$ cat src/rtl/i2c_pkg.sv
// Shared I2C definitions: receiver state encoding, ACK bit position and
// the general-call address.
package i2c_pkg;

  typedef enum logic [2:0] {
    ST_IDLE     = 3'd0,
    ST_ADDR     = 3'd1,
    ST_ADDR_ACK = 3'd2,
    ST_DATA     = 3'd3,
    ST_DATA_ACK = 3'd4,
    ST_IGNORE   = 3'd5
  } state_e;

  // The acknowledge occupies the 9th SCL period of every transfer.
  localparam int ACK_BIT_POS = 9;

  // Bit-counter value seen on the 8th (last) data bit, just before the ACK.
  localparam logic [2:0] LAST_BIT_CNT = 3'(ACK_BIT_POS - 2);

  localparam logic [6:0] GENCALL_ADDR = 7'h00;

endpackage

$ cat src/rtl/i2c_shift8.sv
// 8-bit MSB-first shift register with a 3-bit bit counter.
// done pulses combinationally on the 8th shift; byte_nxt is the byte
// including the bit being shifted in that cycle.
module i2c_shift8
  import i2c_pkg::*;
(
  input  logic       clk,
  input  logic       rst,
  input  logic       clr,
  input  logic       shift_en,
  input  logic       bit_in,
  output logic [7:0] byte_nxt,
  output logic       done
);

  logic [7:0] shift_q, shift_d;
  logic [2:0] cnt_q, cnt_d;

  // Next shift/count: clear wins over shifting; counter wraps to 0 after 8 bits.
  always_comb begin
    shift_d = shift_q;
    cnt_d   = cnt_q;
    if (clr) begin
      shift_d = '0;
      cnt_d   = '0;
    end else if (shift_en) begin
      shift_d = {shift_q[6:0], bit_in};
      cnt_d   = cnt_q + 3'd1;
    end
  end

  // Shift register and counter flops.
  always_ff @(posedge clk or posedge rst) begin
    // NOTE: non-blocking assignments so every flop samples pre-edge values.
    if (rst) begin
      shift_q <= '0;
      cnt_q   <= '0;
    end else begin
      shift_q <= shift_d;
      cnt_q   <= cnt_d;
    end
  end

  assign byte_nxt = {shift_q[6:0], bit_in};
  assign done     = shift_en & ~clr & (cnt_q == LAST_BIT_CNT);

endmodule

$ cat src/rtl/i2c_slave_rx.sv
// I2C write-only slave receiver with ACK generation and a one-byte
// holding register. Optional macro I2C_GENCALL_EN also accepts the
// general-call address (7'h00, write).
module i2c_slave_rx
  import i2c_pkg::*;
#(
  parameter logic [6:0] SLAVE_ADDR = 7'h50
) (
  input  logic       clk,
  input  logic       rst,
  input  logic       start,
  input  logic       stop,
  input  logic       scl_rise,
  input  logic       scl_fall,
  input  logic       sda,
  output logic       sda_oe,
  output logic [7:0] rx_data,
  output logic       rx_valid,
  input  logic       rx_ready,
  output logic       addressed,
  output logic       overflow
);

`ifdef I2C_GENCALL_EN
  localparam logic GENCALL_ON = 1'b1;
`else
  localparam logic GENCALL_ON = 1'b0;
`endif

  state_e     state_q, state_d;
  logic       sda_oe_q, sda_oe_d;
  logic       ack_phase_q, ack_phase_d;  // 1 once the ACK has been driven
  logic       nack_q, nack_d;            // current ACK slot is a NACK
  logic       addressed_q, addressed_d;
  logic       rx_valid_q, rx_valid_d;
  logic [7:0] rx_data_q, rx_data_d;
  logic       overflow_q, overflow_d;

  logic       shift_en, shift_clr, byte_done;
  logic [7:0] byte_nxt;
  logic       addr_match, hold_free;

  // Only ADDR and DATA sample bits; start/stop override any sampling.
  assign shift_en  = scl_rise & ~start & ~stop &
                     ((state_q == ST_ADDR) || (state_q == ST_DATA));
  assign shift_clr = start | stop;

  i2c_shift8 u_shift (
    .clk      (clk),
    .rst      (rst),
    .clr      (shift_clr),
    .shift_en (shift_en),
    .bit_in   (sda),
    .byte_nxt (byte_nxt),
    .done     (byte_done)
  );

  assign addr_match = ~byte_nxt[0] &
                      ((byte_nxt[7:1] == SLAVE_ADDR) ||
                       (GENCALL_ON && (byte_nxt[7:1] == GENCALL_ADDR)));
  // A byte may be loaded if the register is empty or drained this cycle.
  assign hold_free  = ~rx_valid_q | rx_ready;

  // Next-state, ACK drive and holding-register logic.
  always_comb begin
    // NOTE: every signal gets its default first so no path infers a latch.
    state_d     = state_q;
    sda_oe_d    = sda_oe_q;
    ack_phase_d = ack_phase_q;
    nack_d      = nack_q;
    addressed_d = addressed_q;
    rx_valid_d  = rx_valid_q;
    rx_data_d   = rx_data_q;
    overflow_d  = overflow_q;

    if (rx_valid_q && rx_ready) rx_valid_d = 1'b0;

    if (stop) begin
      state_d     = ST_IDLE;
      sda_oe_d    = 1'b0;
      ack_phase_d = 1'b0;
      addressed_d = 1'b0;
    end else if (start) begin
      state_d     = ST_ADDR;
      sda_oe_d    = 1'b0;
      ack_phase_d = 1'b0;
      addressed_d = 1'b0;
    end else begin
      case (state_q)
        ST_ADDR: begin
          if (byte_done) begin
            state_d = addr_match ? ST_ADDR_ACK : ST_IGNORE;
            nack_d  = 1'b0;
          end
        end
        ST_ADDR_ACK, ST_DATA_ACK: begin
          if (scl_fall) begin
            if (!ack_phase_q) begin
              ack_phase_d = 1'b1;
              sda_oe_d    = ~nack_q;
              if (state_q == ST_ADDR_ACK) addressed_d = 1'b1;
            end else begin
              ack_phase_d = 1'b0;
              sda_oe_d    = 1'b0;
              state_d     = ST_DATA;
            end
          end
        end
        ST_DATA: begin
          if (byte_done) begin
            state_d = ST_DATA_ACK;
            if (hold_free) begin
              rx_data_d  = byte_nxt;
              rx_valid_d = 1'b1;
              nack_d     = 1'b0;
            end else begin
              overflow_d = 1'b1;
              nack_d     = 1'b1;
            end
          end
        end
        default: ;  // IDLE and IGNORE wait for start/stop
      endcase
    end
  end

  // State and output registers.
  always_ff @(posedge clk or posedge rst) begin
    if (rst) begin
      state_q     <= ST_IDLE;
      sda_oe_q    <= 1'b0;
      ack_phase_q <= 1'b0;
      nack_q      <= 1'b0;
      addressed_q <= 1'b0;
      rx_valid_q  <= 1'b0;
      rx_data_q   <= 8'h00;
      overflow_q  <= 1'b0;
    end else begin
      state_q     <= state_d;
      sda_oe_q    <= sda_oe_d;
      ack_phase_q <= ack_phase_d;
      nack_q      <= nack_d;
      addressed_q <= addressed_d;
      rx_valid_q  <= rx_valid_d;
      rx_data_q   <= rx_data_d;
      overflow_q  <= overflow_d;
    end
  end

  assign sda_oe    = sda_oe_q;
  assign rx_data   = rx_data_q;
  assign rx_valid  = rx_valid_q;
  assign addressed = addressed_q;
  assign overflow  = overflow_q;

endmodule

$ cat config.mk
export PLATFORM = sky130hd
export DESIGN_NAME = i2c_slave_rx
export DESIGN_NICKNAME = d
export VERILOG_FILES = /design/src/rtl/i2c_pkg.sv /design/src/rtl/i2c_shift8.sv /design/src/rtl/i2c_slave_rx.sv
export SDC_FILE = /design/constraint.sdc
export NUM_CORES = 1
export LEC_CHECK = 0
export CAP_MARGIN = 20
export CORE_ASPECT_RATIO = 0.75
export CORE_MARGIN = 4
export CORE_UTILIZATION = 40
export CTS_BUF_LIST = sky130_fd_sc_hd__clkbuf_8
export CTS_CLUSTER_DIAMETER = 30
export DETAILED_ROUTE_END_ITERATION = 7
export PLACE_DENSITY = 0.62
export SLEW_MARGIN = 40
export SYNTH_ARGS = -nofsm -noshare
export SYNTH_HDL_FRONTEND = slang
export SYNTH_SLANG_ARGS = --single-unit
$ cat constraint.sdc
create_clock -name clk -period 2.4 [get_ports clk]
set_clock_uncertainty 0.05 [all_clocks]
set_input_delay 0.36 -clock clk [delete_from_list [all_inputs] [get_ports clk]]
set_output_delay 0.36 -clock clk [all_outputs]
set_load 0.02 [all_outputs]
==> results.sh <==
export IMPL_clkTransAtPathRegs_ps=90
export IMPL_hold_violations=0
export IMPL_avgSynthCellArea_sq_um=10.67
export IMPL_clock_sinks=27
export IMPL_layout_commonest_cell="dfrtp_1"
export IMPL_grt_pass1_wl_um=4505
export IMPL_required_ps=2510
export IMPL_end_kind="flip-flop"
export IMPL_die_height_um=58.22
export IMPL_cts_resized_gates=0
export IMPL_drt_drc_violations_left=0
export IMPL_cp_num_cells=7
export IMPL_status="finished clean"
export IMPL_crit_end="rx_data[6]$_DFFE_PP0P_"
export IMPL_grt_total_usage_pct=13.37
export IMPL_slew_headroom_pct=73.98
export IMPL_io_pins=20
export IMPL_hp_class="in -> async"
export IMPL_p_total_mw=0.7710
export IMPL_yosys_area_top_type="dfrtp_1"
export IMPL_worstPathMaxFanout=8
export IMPL_startpoint="u_shift.cnt_q[0]$_DFFE_PP0P_"
export IMPL_cts_hold_buf=0
export IMPL_slowest_delay_ps=550
export IMPL_combPwrFrac_pct=7.2
export IMPL_yosysWarnings=0
export IMPL_final_cell_mix="27 x dfrtp_1, 21 x nand2_1, 19 x clkdlybuf4s50_1"
export IMPL_io_buffer_count=19
export IMPL_gr_total_overflow=0
export IMPL_dp_cells=185
export IMPL_worst_path_buf_inv=2
export IMPL_switchingPower_mw=0.1726
export IMPL_swShare_pct=22.38
export IMPL_yosysUniqueCellTypes=36
export IMPL_cts_tree="yes"
export IMPL_cts_made_buffers=3
export IMPL_vias_per_cell=5.201
export IMPL_clock_fmax_mhz=466.9
export IMPL_num_vias=983
export IMPL_clk_insertion_delay_late_ps=270
export IMPL_cp_start_kind="flip-flop"
export IMPL_grt_max_degree=28
export IMPL_clockPowerShare_pct=32.7
export IMPL_r2r_setup_slack_ps=260
export IMPL_crit_top_cell="ha_1"
export IMPL_grt_pass1_vias=953
export IMPL_critPathTopFamily="simple AND/OR/NAND/NOR gates"
export IMPL_dr_pass1_iters=4
export IMPL_r2r_start="u_shift.cnt_q[0]$_DFFE_PP0P_"
export IMPL_tns_ps=0
export IMPL_synth_top_area_share_pct=50.23
export IMPL_rr_worst_depth=7
export IMPL_crit_chain="ha_1, ha_1, inv_1, or4b_4, nor2b_2, buf_12, mux2_4"
export IMPL_fin_crit_sh_pct=89.24
export IMPL_path_class="reg -> reg"
export IMPL_antenna_cells=0
export IMPL_crit_arrival_ps=2250
export IMPL_fin_cells=189
export IMPL_syn_inst=126
export IMPL_synthesis_area_sq_um=1345
export IMPL_ant_nets=0
export IMPL_maxCapViolCount=0
export IMPL_antenna_found_initial=0
export IMPL_gp_congestion=0.8657
export IMPL_drt_iter0_markers=36
export IMPL_core_area_sq_um=3084
export IMPL_cts_root_buf="clkbuf_8"
export IMPL_initial_core_util_pct=43.61
export IMPL_post_dp_hpwl_um=1943
export IMPL_wl_um=2645
export IMPL_ys_ff_latch=27
export IMPL_syn_nets=136
export IMPL_power_frac_seq_pct=60.1
export IMPL_rsz0062_at_grt="no"
export IMPL_setup_violations=0
export IMPL_h_tree_depth=1
export IMPL_ys_seq_area_share_pct=50.23
export IMPL_area_delta_synth_final_pct=23.53
export IMPL_wire_per_inst_um=13.99
export IMPL_tightest_slew_ps=390.2
export IMPL_die_w_um=74.96
export IMPL_worstReg2RegEnd="rx_data[6]$_DFFE_PP0P_"
export IMPL_cts_max_path_buffers=2
export IMPL_die_area_sq_um=4364
export IMPL_drive_gt1_share_pct=15.23
export IMPL_crit_slowest_cell="or4b_4"
export IMPL_final_max_slew_violation_count=0
export IMPL_post_cts_setup_buffers=0
export IMPL_p_leak_nw=0.7976
export IMPL_internal_power_mw=0.5984
export IMPL_fin_crit_ps=2142
export IMPL_synth_area_top_cells="dfrtp_1 50%, mux2_4 8.9%, nand2_1 5.9%, nand3_1 3.7%, nor2_1 3.1%"
export IMPL_place_ws_ps=31.34
export IMPL_fin_ws_ps=258.2
export IMPL_num_rows=17
export IMPL_p_per_area_nw_per_um2=464.0
export IMPL_layout_nets=162
export IMPL_irDropWorstVdd_v=0.0003229
-- tightest hold or removal path: cells and delay by family --
family	cells	cell delay (ps)
buffers and inverters	3	770
-- worst min path at each step --
| stage | cells past startpoint | slack, ps | endpoint |
|---|---|---|---|
| floorplan | 1 | 360 | ack_phase_q$_DFFE_PP0P_ |
| global placement | 1 | 420 | overflow$_DFFE_PP0P_ |
| detailed placement | 1 | 420 | overflow$_DFFE_PP0P_ |
| CTS | 3 | 410 | nack_q$_DFFE_PP0P_ |
| global route | 3 | 440 | state_q[0]$_DFFE_PP0P_ |
| finish | 3 | 390 | ack_phase_q$_DFFE_PP0P_ |
-- area by class of cell --
cell class | count | area [sq um]
multi-input combinational | 89 | 615.6
timing repair buffer | 27 | 262.8
tap | 38 | 47.55
sequential | 27 | 675.6
inverter | 4 | 15.01
clock buffer | 3 | 41.29
clock inverter | 1 | 3.754
fill | 259 | 1423
-- power groups by stage --
| stage | clock network, mW | registers (mW) | logic [mW] |
|---|---|---|---|
| floorplan | 0 | 0.469 | 0.0304 |
| global placement | 0 | 0.472 | 0.0552 |
| detailed placement | 0 | 0.472 | 0.0563 |
| CTS | 0.264 | 0.463 | 0.0567 |
| global route | 0.278 | 0.464 | 0.0628 |
| finish | 0.252 | 0.463 | 0.0557 |
-- metrics by stage --
step           hold WS [ps]  area, sq um  util, %
2_1_floorplan         362.7         1345        -
3_3_place_gp          417.8         1617    52.41
3_5_place_dp          419.6         1617    52.41
4_1_cts               406.6         1662    53.87
5_1_grt               438.4         1662    53.87
6_report              393.4         1662    53.87
-- routing by layer --
| metal | up-vias | routed length (um) | track usage [%] |
|---|---|---|---|
| li1 | 486 | - | - |
| met1 | 470 | 1312 | 19.85 |
| met2 | 25 | 1172 | 19.11 |
| met3 | 2 | 147 | 4.159 |
| met4 | 0 | 12 | 2.538 |
| met5 | - | 0 | 0 |
-- cell usage after synthesis --
cell type / count
nor2b_2: 1
mux2_2: 1
dfrtp_1: 27
o21bai_1: 2
a41o_1: 1
or2b_1: 1
ha_1: 2
o21a_1: 1
nand2_1: 21
buf_6: 2
mux2i_1: 2
xnor2_1: 1
buf_2: 1
nor2_1: 11
or4b_1: 2
nor4_1: 1
nand2b_1: 4
a21oi_1: 3
nand3b_1: 1
o21ba_1: 1
nand3b_4: 1
clkbuf_1: 3
o31ai_1: 1
and3b_1: 1
a211o_1: 1
o32a_1: 1
inv_1: 4
or4b_4: 1
nor3_1: 4
nand4b_1: 1
xor2_1: 1
mux2_4: 8
nand3_1: 10
a31oi_1: 1
or2_1: 1
o2bb2ai_1: 1
-- kinds of logic (layout without fill, tap and decap cells) --
family                     after synthesis  in the layout  synth area share, %
AOI/OAI and AO/OA                       13             13                7.349
xor gates and xnor gates                 2              2                1.303
DFF                                     27             27                50.23
buffers and inverters                   10             35                3.999
adders and majority gates                2              2                1.860
and+or+nand+nor                         61             61                24.00
muxes                                   11             11                11.26
-- flip-flops by register name, summed over array words and instances (netlist names) --
register	flops
u_shift.cnt_q	3
state_q	3
ack_phase_q	1
rx_valid	1
overflow	1
nack_q	1
sda_oe	1
addressed	1
u_shift.shift_q	7
rx_data	8
No activity file was read; power rests on OpenSTA's default activity.
